### src/rtl/ps2_host_tx_if.sv
// Command-side handshake between a byte producer and the PS/2 host transmitter.
interface ps2_host_tx_if;
  logic [7:0] tx_data;
  logic       tx_valid;
  logic       tx_ready;
  logic       busy;
  logic       tx_done;
  logic       tx_error;

  modport master (
    output tx_data, tx_valid,
    input  tx_ready, busy, tx_done, tx_error
  );

  modport slave (
    input  tx_data, tx_valid,
    output tx_ready, busy, tx_done, tx_error
  );
endinterface

### src/rtl/ps2_host_tx.sv
// PS/2 host-to-device transmitter: inhibit, request-to-send, shift 8 data bits,
// odd parity and stop on device clock falls, then check the device acknowledge.
module ps2_host_tx #(
  parameter int INHIBIT_CYCLES = 5000,
  parameter int TIMEOUT_CYCLES = 1000000,
  parameter int FILTER_LEN     = 8
) (
  input  logic         clk,
  input  logic         reset_n,
  ps2_host_tx_if.slave cmd,
  input  logic         ps2_clk_in,
  input  logic         ps2_data_in,
  output logic         ps2_clk_oe,
  output logic         ps2_data_oe
);
  localparam int IW = $clog2(INHIBIT_CYCLES + 1);
  localparam int TW = $clog2(TIMEOUT_CYCLES + 1);
  localparam int FW = $clog2(FILTER_LEN + 1);

  typedef enum logic [2:0] {
    IDLE, INHIBIT, REQ, SHIFT, ACK, WAIT_IDLE, DONE, ERR
  } state_t;

  state_t        state, state_n;
  logic [1:0]    clk_sync, data_sync;
  logic          clk_s, data_s, clk_filt, fall;
  logic [FW-1:0] filt_cnt;
  logic [IW-1:0] inh_cnt;
  logic [TW-1:0] to_cnt;
  logic [3:0]    bit_cnt, bit_cnt_n;
  logic [7:0]    shreg;
  logic          parity;
  logic          data_oe_n, shift_en, active, timeout;

  assign clk_s   = clk_sync[1];
  assign data_s  = data_sync[1];
  assign active  = (state == REQ) || (state == SHIFT) || (state == ACK) || (state == WAIT_IDLE);
  assign timeout = active && (to_cnt == TW'(TIMEOUT_CYCLES - 1));

  assign cmd.tx_ready = (state == IDLE);
  assign cmd.busy     = (state != IDLE);
  assign cmd.tx_done  = (state == DONE);
  assign cmd.tx_error = (state == ERR);

  // Input conditioning: synchronizers, then a level filter that only follows
  // the clock after it has disagreed for FILTER_LEN consecutive cycles.
  always_ff @(posedge clk or negedge reset_n) begin
    if (!reset_n) begin
      clk_sync  <= 2'b11;
      data_sync <= 2'b11;
      clk_filt  <= 1'b1;
      filt_cnt  <= '0;
      fall      <= 1'b0;
    end else begin
      clk_sync  <= {clk_sync[0], ps2_clk_in};
      data_sync <= {data_sync[0], ps2_data_in};
      fall      <= 1'b0;
      if (clk_s == clk_filt) begin
        filt_cnt <= '0;
      end else if (filt_cnt == FW'(FILTER_LEN - 1)) begin
        clk_filt <= clk_s;
        filt_cnt <= '0;
        fall     <= clk_filt;
      end else begin
        filt_cnt <= filt_cnt + 1'b1;
      end
    end
  end

  // Control state, counters and registered open-drain enables.
  always_ff @(posedge clk or negedge reset_n) begin
    if (!reset_n) begin
      state       <= IDLE;
      inh_cnt     <= '0;
      to_cnt      <= '0;
      bit_cnt     <= '0;
      ps2_clk_oe  <= 1'b0;
      ps2_data_oe <= 1'b0;
    end else begin
      state       <= state_n;
      bit_cnt     <= bit_cnt_n;
      ps2_clk_oe  <= (state_n == INHIBIT);
      ps2_data_oe <= data_oe_n;
      inh_cnt     <= (state == INHIBIT) ? inh_cnt + 1'b1 : '0;
      if (!active)
        to_cnt <= '0;
      else if (to_cnt != TW'(TIMEOUT_CYCLES - 1))
        to_cnt <= to_cnt + 1'b1;
    end
  end

  // Payload registers carry no reset; they are always loaded on accept.
  always_ff @(posedge clk) begin
    if (cmd.tx_valid && (state == IDLE)) begin
      shreg  <= cmd.tx_data;
      parity <= ~^cmd.tx_data;
    end else if (shift_en) begin
      shreg  <= {1'b0, shreg[7:1]};
    end
  end

  always_comb begin
    state_n   = state;
    bit_cnt_n = bit_cnt;
    data_oe_n = ps2_data_oe;
    shift_en  = 1'b0;
    case (state)
      IDLE:    if (cmd.tx_valid) state_n = INHIBIT;
      INHIBIT: if (inh_cnt == IW'(INHIBIT_CYCLES - 1)) begin
                 state_n   = REQ;
                 data_oe_n = 1'b1;
                 bit_cnt_n = '0;
               end
      REQ:     state_n = SHIFT;
      SHIFT:   if (fall) begin
                 bit_cnt_n = bit_cnt + 1'b1;
                 if (bit_cnt < 4'd8) begin
                   data_oe_n = ~shreg[0];
                   shift_en  = 1'b1;
                 end else if (bit_cnt == 4'd8) begin
                   data_oe_n = ~parity;
                 end else begin
                   state_n = ACK;
                 end
               end
      ACK:       if (fall) state_n = data_s ? ERR : WAIT_IDLE;
      WAIT_IDLE: if (clk_filt && data_s) state_n = DONE;
      DONE:      state_n = IDLE;
      ERR:       state_n = IDLE;
      default:   state_n = IDLE;
    endcase
    if (timeout) state_n = ERR;
    // The data line is only ever held low from the request through the parity bit.
    if (!((state_n == REQ) || (state_n == SHIFT))) data_oe_n = 1'b0;
  end
endmodule

### src/flat_wrapper.sv
// flat-port wrapper written by rule: the top's interface ports become plain ports
module ps2_host_tx_flat 
#(
  parameter int INHIBIT_CYCLES = 5000,
  parameter int TIMEOUT_CYCLES = 1000000,
  parameter int FILTER_LEN     = 8
)
  (clk, reset_n, ps2_clk_in, ps2_data_in, ps2_clk_oe, ps2_data_oe, cmd_tx_data, cmd_tx_valid, cmd_tx_ready, cmd_busy, cmd_tx_done, cmd_tx_error);
  ps2_host_tx_if cmd_i ();
  input  logic clk;
  input  logic reset_n;
  input  logic ps2_clk_in;
  input  logic ps2_data_in;
  output logic ps2_clk_oe;
  output logic ps2_data_oe;
  input wire logic [$bits(cmd_i.tx_data)-1:0] cmd_tx_data;
  input wire logic [$bits(cmd_i.tx_valid)-1:0] cmd_tx_valid;
  output wire logic [$bits(cmd_i.tx_ready)-1:0] cmd_tx_ready;
  output wire logic [$bits(cmd_i.busy)-1:0] cmd_busy;
  output wire logic [$bits(cmd_i.tx_done)-1:0] cmd_tx_done;
  output wire logic [$bits(cmd_i.tx_error)-1:0] cmd_tx_error;
  assign cmd_i.tx_data = cmd_tx_data;
  assign cmd_i.tx_valid = cmd_tx_valid;
  assign cmd_tx_ready = cmd_i.tx_ready;
  assign cmd_busy = cmd_i.busy;
  assign cmd_tx_done = cmd_i.tx_done;
  assign cmd_tx_error = cmd_i.tx_error;
  ps2_host_tx #(.INHIBIT_CYCLES(INHIBIT_CYCLES), .TIMEOUT_CYCLES(TIMEOUT_CYCLES), .FILTER_LEN(FILTER_LEN)) u_core (.clk(clk), .reset_n(reset_n), .cmd(cmd_i), .ps2_clk_in(ps2_clk_in), .ps2_data_in(ps2_data_in), .ps2_clk_oe(ps2_clk_oe), .ps2_data_oe(ps2_data_oe));
endmodule
### config.mk
export PLATFORM = sky130hd
export DESIGN_NAME = ps2_host_tx_flat
export DESIGN_NICKNAME = d
export VERILOG_FILES = /design/src/rtl/ps2_host_tx_if.sv /design/src/rtl/ps2_host_tx.sv /design/src/flat_wrapper.sv
export SDC_FILE = /design/constraint.sdc
export NUM_CORES = 1
export LEC_CHECK = 0
export BUFFER_PORTS_ARGS = -buffer_cell sky130_fd_sc_hd__buf_2
export CORE_AREA = 2 2 108 110
export DETAILED_ROUTE_END_ITERATION = 10
export DIE_AREA = 0 0 110 112
export PLACE_DENSITY = 0.45
export SLEW_MARGIN = 20
export SYNTH_ARGS = -nofsm -noshare
export SYNTH_HDL_FRONTEND = slang
export SYNTH_SLANG_ARGS = --single-unit
### constraint.sdc
create_clock -name clk -period 2.55 [get_ports clk]
set_input_delay 0.255 -clock clk [delete_from_list [all_inputs] [get_ports clk]]
set_output_delay 0.255 -clock clk [all_outputs]
set_load 0.02 [all_outputs]
==> results of run 1 <==
[what timing repair did]
| item | in CTS | in global routing |
|---|---|---|
| hold buffers | 1 | 0 |
| gates resized for setup | 0 | 0 |
| hold endpoints to repair | 23 | 0 |
[cells by family (layout without fill, tap and decap cells)]
group / Yosys count / in the layout / synth area share, %
buffers and inverters: 24 / 51 / 3.21
muxes: 12 / 12 / 4.16
and+or+nand+nor: 123 / 123 / 22.8
adders and majority gates: 5 / 5 / 1.98
AOI/OAI and AO/OA: 49 / 49 / 10.3
xor gates and xnor gates: 27 / 27 / 7.49
DFF: 61 / 61 / 50.0
[where the power goes]
group	internal (mW)	switching (mW)
registers	1.03	0.0234
logic	0.0594	0.0575
clock network	0.649	0.415
[worst register-to-register path, delay by kind of cell, from the launching register on]
| family | cells | cell delay (ns) |
|---|---|---|
| AO/OA/AOI/OAI | 2 | 0.21 |
| buffers and inverters | 1 | 0.26 |
| flip-flops | 1 | 0.42 |
| AND/OR/NAND/NOR | 2 | 1.12 |
[metrics by stage]
step | setup WS (ns) | std cells | util (%) | instance area, um2
after floorplan | 0.300 | 301 | - | 3160
after global placement | 0.490 | 454 | 30.5 | 3410
after detailed placement | 0.425 | 454 | 30.5 | 3410
after CTS | 0.433 | 471 | 33.0 | 3680
after global routing | 0.287 | 471 | 33.0 | 3680
final | 0.440 | 471 | 33.0 | 3680
[worst max path at each step]
stage               slack, ns        startpoint  cells past startpoint          endpoint
floorplan                0.30   u_core.state[0]                      5   u_core.shreg[0]
global placement         0.49   u_core.state[2]                      4   u_core.state[1]
detailed placement       0.43  u_core.to_cnt[6]                      5  u_core.to_cnt[2]
CTS                      0.43  u_core.to_cnt[6]                      5  u_core.to_cnt[9]
global route             0.29  u_core.to_cnt[6]                      5  u_core.to_cnt[4]
finish                   0.44  u_core.to_cnt[6]                      5  u_core.to_cnt[5]
[final cells by class]
type | instances | area (um2) | share of cell area (%)
flip-flops and latches | 61 | 1580 | 42.8
clock inverters | 5 | 27.5 | 0.747
multi-input cells | 216 | 1480 | 40.1
repair buffers | 27 | 160 | 4.35
well taps | 143 | 179 | 4.86
inverters | 8 | 30.0 | 0.815
clock buffers | 11 | 233 | 6.32
[sequential cells by signal, indices dropped and copies added, names as in the netlist]
signal              count
u_core.data_sync        2
u_core.ps2_data_oe      1
u_core.filt_cnt         4
u_core.parity           1
u_core.to_cnt          20
u_core.clk_sync         2
u_core.fall             1
u_core.inh_cnt         13
u_core.ps2_clk_oe       1
u_core.shreg            8
u_core.clk_filt         1
u_core.bit_cnt          4
u_core.state            3
[layout by cell type, fill, tap and decap left out, types with 2 or more instances in the layout]
master / synthesis / routed
dfrtp_1: 47 / 47
o22ai_1: 2 / 2
or4_1: 3 / 3
clkbuf_1: 11 / 2
nor4_1: 4 / 4
nor2b_1: 2 / 2
and3_1: 6 / 6
nor3b_1: 4 / 4
clkinv_2: 0 / 4
xor2_1: 11 / 11
or4_4: 2 / 2
ha_1: 5 / 5
o31ai_1: 2 / 2
and4_1: 3 / 3
clkbuf_16: 0 / 9
nand3_1: 15 / 15
mux2i_1: 3 / 3
or3b_2: 2 / 2
buf_2: 3 / 18
a21oi_1: 15 / 15
edfxtp_1: 9 / 9
a2111o_1: 3 / 3
o21ai_0: 13 / 13
nand2b_1: 4 / 4
and2_1: 5 / 5
a211oi_1: 2 / 2
nor3_1: 3 / 3
nor2_1: 22 / 22
xnor2_1: 16 / 16
mux2_2: 9 / 9
nand4_1: 9 / 9
dfstp_2: 5 / 5
nand3b_1: 4 / 4
inv_1: 8 / 8
buf_4: 0 / 8
nand2_1: 18 / 18
a31oi_1: 2 / 2
or3_1: 9 / 9
[metal layers]
layer / up-vias / global-route usage, % / routed length, um
met2: 33 / 17.5 / 2950
met3: 4 / 3.63 / 292
met1: 1144 / 16.1 / 3390
met4: 0 / 4.05 / 56
met5: - / 0 / 0
li1: 1131 / - / -
[synth_stat cells (all sizes together), types with 4 or more instances]
cell,n
dfrtp,47
nor2,22
nand2,18
nand3,16
xnor2,16
a21oi,15
o21ai,13
clkbuf,11
xor2,11
edfxtp,9
mux2,9
nand4,9
or3,9
inv,8
and3,7
and2,6
buf,5
dfstp,5
ha,5
nor4,5
or4,5
nand2b,4
nand3b,4
nor3b,4
==> results.sh, run 1 <==
export IMPL_status="complete, no violations"
export IMPL_grt_setup_unrepaired="no"
export IMPL_hp_class="input port to register"
export IMPL_grt_overflow_total=0
export IMPL_drt_pass1_iterations=4
export IMPL_leakage_nw=1.39
export IMPL_cp_num_buf_inv=1
export IMPL_synth_largest_area_cell="dfrtp_1"
export IMPL_cp_required_ns=2.76
export IMPL_ys_ff_latch=61
export IMPL_grt_util_all_layers_pct=11.8
export IMPL_fp_dieW_um=110
export IMPL_cts_setup_buffers=0
export IMPL_finalCritPeriodShare_pct=82.7
export IMPL_drc=0
export IMPL_yosysTopAreaCellShare_pct=37.3
export IMPL_avgRoutedWirePerCell_um=14.2
export IMPL_gp_congestion=0.767
export IMPL_end_kind="register"
export IMPL_rows=39
export IMPL_cp_arrival_ns=2.32
export IMPL_cts_sinks=61
export IMPL_rr_endpoint="u_core.to_cnt[5]"
export IMPL_ir_drop_v=0.000296
export IMPL_worst_hold_slack_ns=0.0312
export IMPL_clkTransAtPathRegs_ns=0.05
export IMPL_ys_types=55
export IMPL_worstSkewPairLatency_ns=0.33
export IMPL_vias_per_cell=4.91
export IMPL_period_minus_slack_ns=2.11
export IMPL_rr_worst_depth=5
export IMPL_wl_mm=6.69
export IMPL_fill_cells=1139
export IMPL_clk_path_buf_depth=2
export IMPL_setup_violations=0
export IMPL_synthFlopType="dfrtp_1"
export IMPL_cts_tree="built"
export IMPL_path_cells="or4_1 -> nor4_4 -> buf_4 -> a2111o_1 -> o21ai_0"
export IMPL_syn_num_nets=319
export IMPL_r2r_start="u_core.to_cnt[6]"
export IMPL_relSlewSlack_pct=42.2
export IMPL_cts_buffers=9
export IMPL_ios=19
export IMPL_grt_pass1_vias=2252
export IMPL_worstSetupPathType="register to register"
export IMPL_async_flop_share_pct=85.2
export IMPL_num_vias=2312
export IMPL_die_y_um=112
export IMPL_synth_edf_count=9
export IMPL_p_total_mw=2.23
export IMPL_tns_ns=0
export IMPL_synth_cell_area_um2=3160
export IMPL_cp_slowest_stage_delay_ns=0.59
export IMPL_reg2reg_slack_ns=0.44
export IMPL_power_density_nw_per_um2=605
export IMPL_cts_root_buf="clkbuf_16"
export IMPL_port_buffers=18
export IMPL_synth_area_leaders="dfrtp_1 37%, edfxtp_1 8.6%, xnor2_1 4.4%"
export IMPL_max_cap_viol_count=0
export IMPL_grt_pass1_wl_mm=11.2
export IMPL_hpwlAfterDp_mm=4.58
export IMPL_dieArea_um2=12300
export IMPL_max_freq_mhz=474
export IMPL_clock_skew_ns=0.00627
export IMPL_crit_path_top_delay_cell="or4_1"
export IMPL_area_delta_synth_final_pct=16.7
export IMPL_min_from="ps2_data_in"
export IMPL_worstPathMaxFanout=10
export IMPL_avgSynthCellArea_um2=10.5
export IMPL_fin_nets=341
export IMPL_synthCells=301
export IMPL_ant_nets=0
export IMPL_ys_seq_area_share_pct=50.0
export IMPL_drive_gt1_share_pct=20.1
export IMPL_crit_family="simple AND/OR/NAND/NOR gates"
export IMPL_tightest_slew_ns=0.861
export IMPL_htreeDepth=3
export IMPL_min_to="u_core.data_sync[0]"
export IMPL_core_area_um2=11200
export IMPL_worstSetupStartpointType="register"
export IMPL_dr_first_iter_drc_count=96
export IMPL_antenna_found_initial=0
export IMPL_final_max_slew_viol_count=0
export IMPL_yosysWarnings=0
export IMPL_antenna_cells=0
export IMPL_hold_violations=0
export IMPL_whs_path_depth=1
export IMPL_start_util_pct=28.2
export IMPL_grt_max_degree=26
Note: power is estimated with default switching activity, not from simulation.
==> run 2, diff against run 1 <==
- clock period: 2.55 -> 2 ns (I/O delays scaled with it)
==> results.sh, run 2 (same netlist as run 1, synthesis figures left out) <==
export IMPL_drive_gt1_share_pct=25.4
export IMPL_htreeDepth=3
export IMPL_avgRoutedWirePerCell_um=14.1
export IMPL_crit_family="simple AND/OR/NAND/NOR gates"
export IMPL_drc=0
export IMPL_cp_arrival_ns=2.18
export IMPL_max_cap_viol_count=0
export IMPL_largest_reg_flops=20
export IMPL_cts_buffers=9
export IMPL_final_max_slew_viol_count=0
export IMPL_hp_class="input port to register"
export IMPL_relSlewSlack_pct=60.2
export IMPL_post_route_util_pct=35.8
export IMPL_grt_overflow_total=0
export IMPL_ant_nets=0
export IMPL_area_delta_synth_final_pct=26.7
export IMPL_hold_violations=0
export IMPL_grt_max_degree=26
export IMPL_max_freq_mhz=507
export IMPL_clkTransAtPathRegs_ns=0.05
export IMPL_end_kind="register"
export IMPL_finalCritPeriodShare_pct=98.6
export IMPL_place_area_um2=3610
export IMPL_crit_path_top_delay_cell="or4_4"
export IMPL_cp_num_buf_inv=0
export IMPL_start_util_pct=28.2
export IMPL_grt_pass1_wl_mm=11.7
export IMPL_worstSetupPathType="register to register"
export IMPL_setup_violations=0
export IMPL_fill_cells=1105
export IMPL_tns_ns=0
export IMPL_power_density_nw_per_um2=813
export IMPL_leakage_nw=1.55
export IMPL_status="complete, no violations"
export IMPL_antenna_cells=0
export IMPL_finalInstanceArea_um2=4000
export IMPL_antenna_found_initial=0
export IMPL_ios=19
export IMPL_cts_root_buf="clkbuf_16"
export IMPL_path_cells="or3b_2 -> or4_4 -> a221oi_4 -> a211oi_2"
export IMPL_core_area_um2=11200
export IMPL_worstSetupStartpointType="register"
export IMPL_mostFrequentLayoutCell="dfrtp_1"
export IMPL_fp_dieW_um=110
export IMPL_p_total_mw=3.25
export IMPL_rows=39
export IMPL_die_y_um=112
export IMPL_worstSkewPairLatency_ns=0.33
export IMPL_top_register="u_core.to_cnt"
export IMPL_clk_path_buf_depth=2
export IMPL_gp_congestion=0.799
export IMPL_dieArea_um2=12300
export IMPL_port_buffers=18
export IMPL_vias_per_cell=4.92
export IMPL_top_regs="u_core.to_cnt x20, u_core.inh_cnt x13, u_core.shreg x8"
export IMPL_ir_drop_v=0.000351
export IMPL_drt_pass1_iterations=4
export IMPL_grt_pass1_vias=2415
export IMPL_cp_slowest_stage_delay_ns=0.57
export IMPL_tightest_slew_ns=0.597
export IMPL_worstPathMaxFanout=3
export IMPL_fin_nets=364
export IMPL_final_cell_mix="46 x dfrtp_1, 26 x buf_4, 22 x nor2_1, 18 x nand2_1, 18 x buf_2"
export IMPL_cts_sinks=61
export IMPL_cp_required_ns=2.21
export IMPL_grt_util_all_layers_pct=12.4
export IMPL_wl_mm=6.97
export IMPL_cts_tree="built"
export IMPL_num_vias=2430
export IMPL_hpwlAfterDp_mm=4.93
export IMPL_period_minus_slack_ns=1.97
export IMPL_dr_first_iter_drc_count=82
export IMPL_clock_skew_ns=0.00752
## run 2: final timing paths
| path | from | to | slack (ns) | cells past startpoint |
|---|---|---|---|---|
| max in group asynchronous | reset_n | u_core.inh_cnt[12] | 0.99 | 3 |
| min | cmd_tx_data[3] | u_core.shreg[3] | 0.20 | 2 |
| min in group asynchronous | reset_n | u_core.inh_cnt[1] | 0.41 | 2 |
| max reg2reg | u_core.inh_cnt[5] | u_core.ps2_clk_oe | 0.03 | 4 |
| min reg2reg | u_core.data_sync[0] | u_core.data_sync[1] | 0.37 | 0 |
| max | u_core.inh_cnt[5] | u_core.ps2_clk_oe | 0.03 | 4 |
## run 2: worst reg2reg max path, stage by stage, from the launching register on
cell and delay (ns):
dfrtp_1 0.37, or3b_2 0.48, or4_4 0.57, a221oi_4 0.34
a211oi_2 0.10
## run 2: power breakdown
group	internal (mW)	switching, mW	total, mW	leakage [nW]
Sequential	1.31	0.0311	1.34	0.736
Combinational	0.0810	0.0719	0.153	0.652
Clock	1.21	0.551	1.76	0.161
Total	2.60	0.654	3.25	1.55
## run 2: final cells by class
class,instances,area [um2],area share [%]
clock inverter,5,98.8,2.47
clock buffer,11,233,5.82
multi-input combinational,216,1500,37.6
sequential,61,1580,39.5
inverter,8,30.0,0.751
timing repair buffer,50,375,9.39
tap,143,179,4.47
## run 2: metrics by stage
step	setup WS [ns]	hold WS [ns]	std cells
floorplan	0.00754	-0.0956	301
global placement	0.0204	0.241	474
detailed placement	0.00130	0.246	474
CTS	0.0194	0.187	493
global route	-0.00975	0.195	494
finish	0.0273	0.196	494
## run 2: what timing repair did
action / CTS / global route
buffers inserted: 0 / 1
setup endpoints to repair: 1 / 4
resized for setup: 0 / 3
pin swaps: 1 / 2
hold buffers: 3 / 0
hold endpoints to repair: 22 / 0
## run 2: metal layers
layer / up-vias / part of all wire [%] / track usage, % / routed length (um)
met4: 0 / 1.8 / 5.74 / 128
met1: 1210 / 50 / 16.8 / 3510
met2: 34 / 45 / 18.0 / 3110
met3: 9 / 3.1 / 3.86 / 219
li1: 1177 / - / - / -
met5: - / 0 / 0 / 0
==> run 3, diff against run 2 <==
- SETUP_SLACK_MARGIN: unset -> 0.5
==> results.sh, run 3 (same netlist as run 1, synthesis figures left out) <==
export IMPL_hp_class="input port to async pin"
export IMPL_fin_nets=386
export IMPL_ios=19
export IMPL_grt_setup_unrepaired="yes"
export IMPL_setup_violations=0
export IMPL_final_max_slew_viol_count=0
export IMPL_tns_ns=0
export IMPL_grt_pass1_vias=2509
export IMPL_cp_arrival_ns=2.10
export IMPL_clock_skew_ns=0.00498
export IMPL_max_cap_viol_count=0
export IMPL_die_y_um=112
export IMPL_core_area_um2=11200
export IMPL_grt_util_all_layers_pct=12.4
export IMPL_fp_dieW_um=110
export IMPL_cts_tree="built"
export IMPL_dieArea_um2=12300
export IMPL_grt_max_degree=53
export IMPL_antenna_found_initial=0
export IMPL_num_vias=2505
export IMPL_drt_pass1_iterations=4
export IMPL_ant_nets=0
export IMPL_avgRoutedWirePerCell_um=13.9
export IMPL_vias_per_cell=4.85
export IMPL_relSlewSlack_pct=55.0
export IMPL_mostFrequentLayoutCell="dfrtp_1"
export IMPL_worst_hold_slack_ns=-0.00222
export IMPL_rows=39
export IMPL_top_register="u_core.to_cnt"
export IMPL_cts_root_buf="clkbuf_16"
export IMPL_drive_gt1_share_pct=41.0
export IMPL_top_regs="u_core.to_cnt x20, u_core.inh_cnt x13, u_core.shreg x8"
export IMPL_final_cell_mix="44 x dfrtp_1, 41 x buf_4, 20 x nor2_1, 18 x nand2_1, 17 x buf_2"
export IMPL_end_kind="register"
export IMPL_worstPathMaxFanout=3
export IMPL_worstSkewPairLatency_ns=0.32
export IMPL_clkTransAtPathRegs_ns=0.06
export IMPL_wl_mm=7.20
export IMPL_grt_pass1_wl_mm=12.1
export IMPL_ir_drop_v=0.000383
export IMPL_htreeDepth=3
export IMPL_port_buffers=18
export IMPL_grt_overflow_total=0
export IMPL_cp_required_ns=2.19
export IMPL_start_util_pct=28.2
export IMPL_post_route_util_pct=39.0
export IMPL_leakage_nw=1.72
export IMPL_area_delta_synth_final_pct=38.0
export IMPL_finalCritPeriodShare_pct=95.4
export IMPL_tightest_slew_ns=0.675
export IMPL_max_freq_mhz=524
export IMPL_gp_congestion=0.780
export IMPL_dr_first_iter_drc_count=120
export IMPL_cts_buffers=9
export IMPL_power_density_nw_per_um2=668
export IMPL_clk_path_buf_depth=2
export IMPL_period_minus_slack_ns=1.91
export IMPL_finalInstanceArea_um2=4360
export IMPL_antenna_cells=0
export IMPL_hold_violations=4
export IMPL_worstSetupStartpointType="register"
export IMPL_status="complete, but fails checks"
export IMPL_place_area_um2=3570
export IMPL_worstSetupPathType="register to register"
export IMPL_violations="hold timing"
export IMPL_cts_sinks=61
export IMPL_drc=0
export IMPL_largest_reg_flops=20
export IMPL_hpwlAfterDp_mm=4.60
run 3: cell types whose count changed in the layout (fill, tap and decap cells not counted), sizes merged:
cell         delta
inv             +2
dlygate4sd3     -1
bufinv          -3
clkinv          +2
clkbuf          -2
and2            +1
clkinvlp        +1
buf            +22
run 3: worst paths after layout:
kind / start / cells past startpoint / slack, ns / endpoint
hold / removal: reset_n / 2 / -0.002 / u_core.inh_cnt[7]
max in group asynchronous: reset_n / 2 / 1.50 / u_core.to_cnt[9]
hold reg to reg: u_core.clk_sync[0] / 0 / 0.36 / u_core.clk_sync[1]
setup / recovery: u_core.inh_cnt[10] / 4 / 0.09 / u_core.ps2_clk_oe
setup reg to reg: u_core.inh_cnt[10] / 4 / 0.09 / u_core.ps2_clk_oe
min in group clk: cmd_tx_data[5] / 2 / 0.21 / u_core.shreg[5]
run 3: metal layers:
layer / wire [um] / global-route usage (%) / vias to the layer above
met5: 0 / 0 / -
met4: 83 / 3.54 / 0
met3: 145 / 3.51 / 9
met2: 3700 / 20.3 / 23
met1: 3260 / 15.8 / 1247
li1: - / - / 1226
run 3: power breakdown:
group          internal, mW  total (mW)  leakage [nW]  switching, mW
combinational        0.0758       0.147         0.854         0.0715
clock                 0.842        1.43         0.136          0.585
sequential             1.31        1.34         0.733         0.0297
total                  2.22        2.91          1.72          0.686
run 3: final cells by class:
| cell class | instances | area [um2] |
|---|---|---|
| Clock buffer | 9 | 225 |
| Clock inverter | 7 | 50.0 |
| Fill cell | 1089 | 6820 |
| Inverter | 8 | 30.0 |
| Multi-Input combinational cell | 217 | 1750 |
| Sequential cell | 61 | 1580 |
| Tap cell | 143 | 179 |
| Timing Repair Buffer | 71 | 537 |
run 3: repair_timing:
action,in CTS,in global routing
endpoints found under the hold margin,2,0
gates cloned,2,0
setup buffers,16,12
setup endpoints to repair,47,49
pin swaps,23,30
gates resized for setup,29,38
hold buffers,2,0
run 3: worst max-delay path, stage by stage (launching register included):
cell and delay (ns):
dfrtp_1 0.37, or4_4 0.54, or4_4 0.46, a221oi_4 0.31, a211oi_2 0.10
run 3: through the flow:
step           setup slack (ns)  hold slack, ns  power [mW]  instances
2_1_floorplan             0.130         -0.0956        1.45        301
3_3_place_gp             0.0857           0.307        1.50        468
3_5_place_dp             0.0652           0.309        1.50        468
4_1_cts                  0.0752          0.0234        2.96        504
5_1_grt                  0.0217          0.0597        3.04        516
6_report                 0.0913        -0.00222        2.91        516
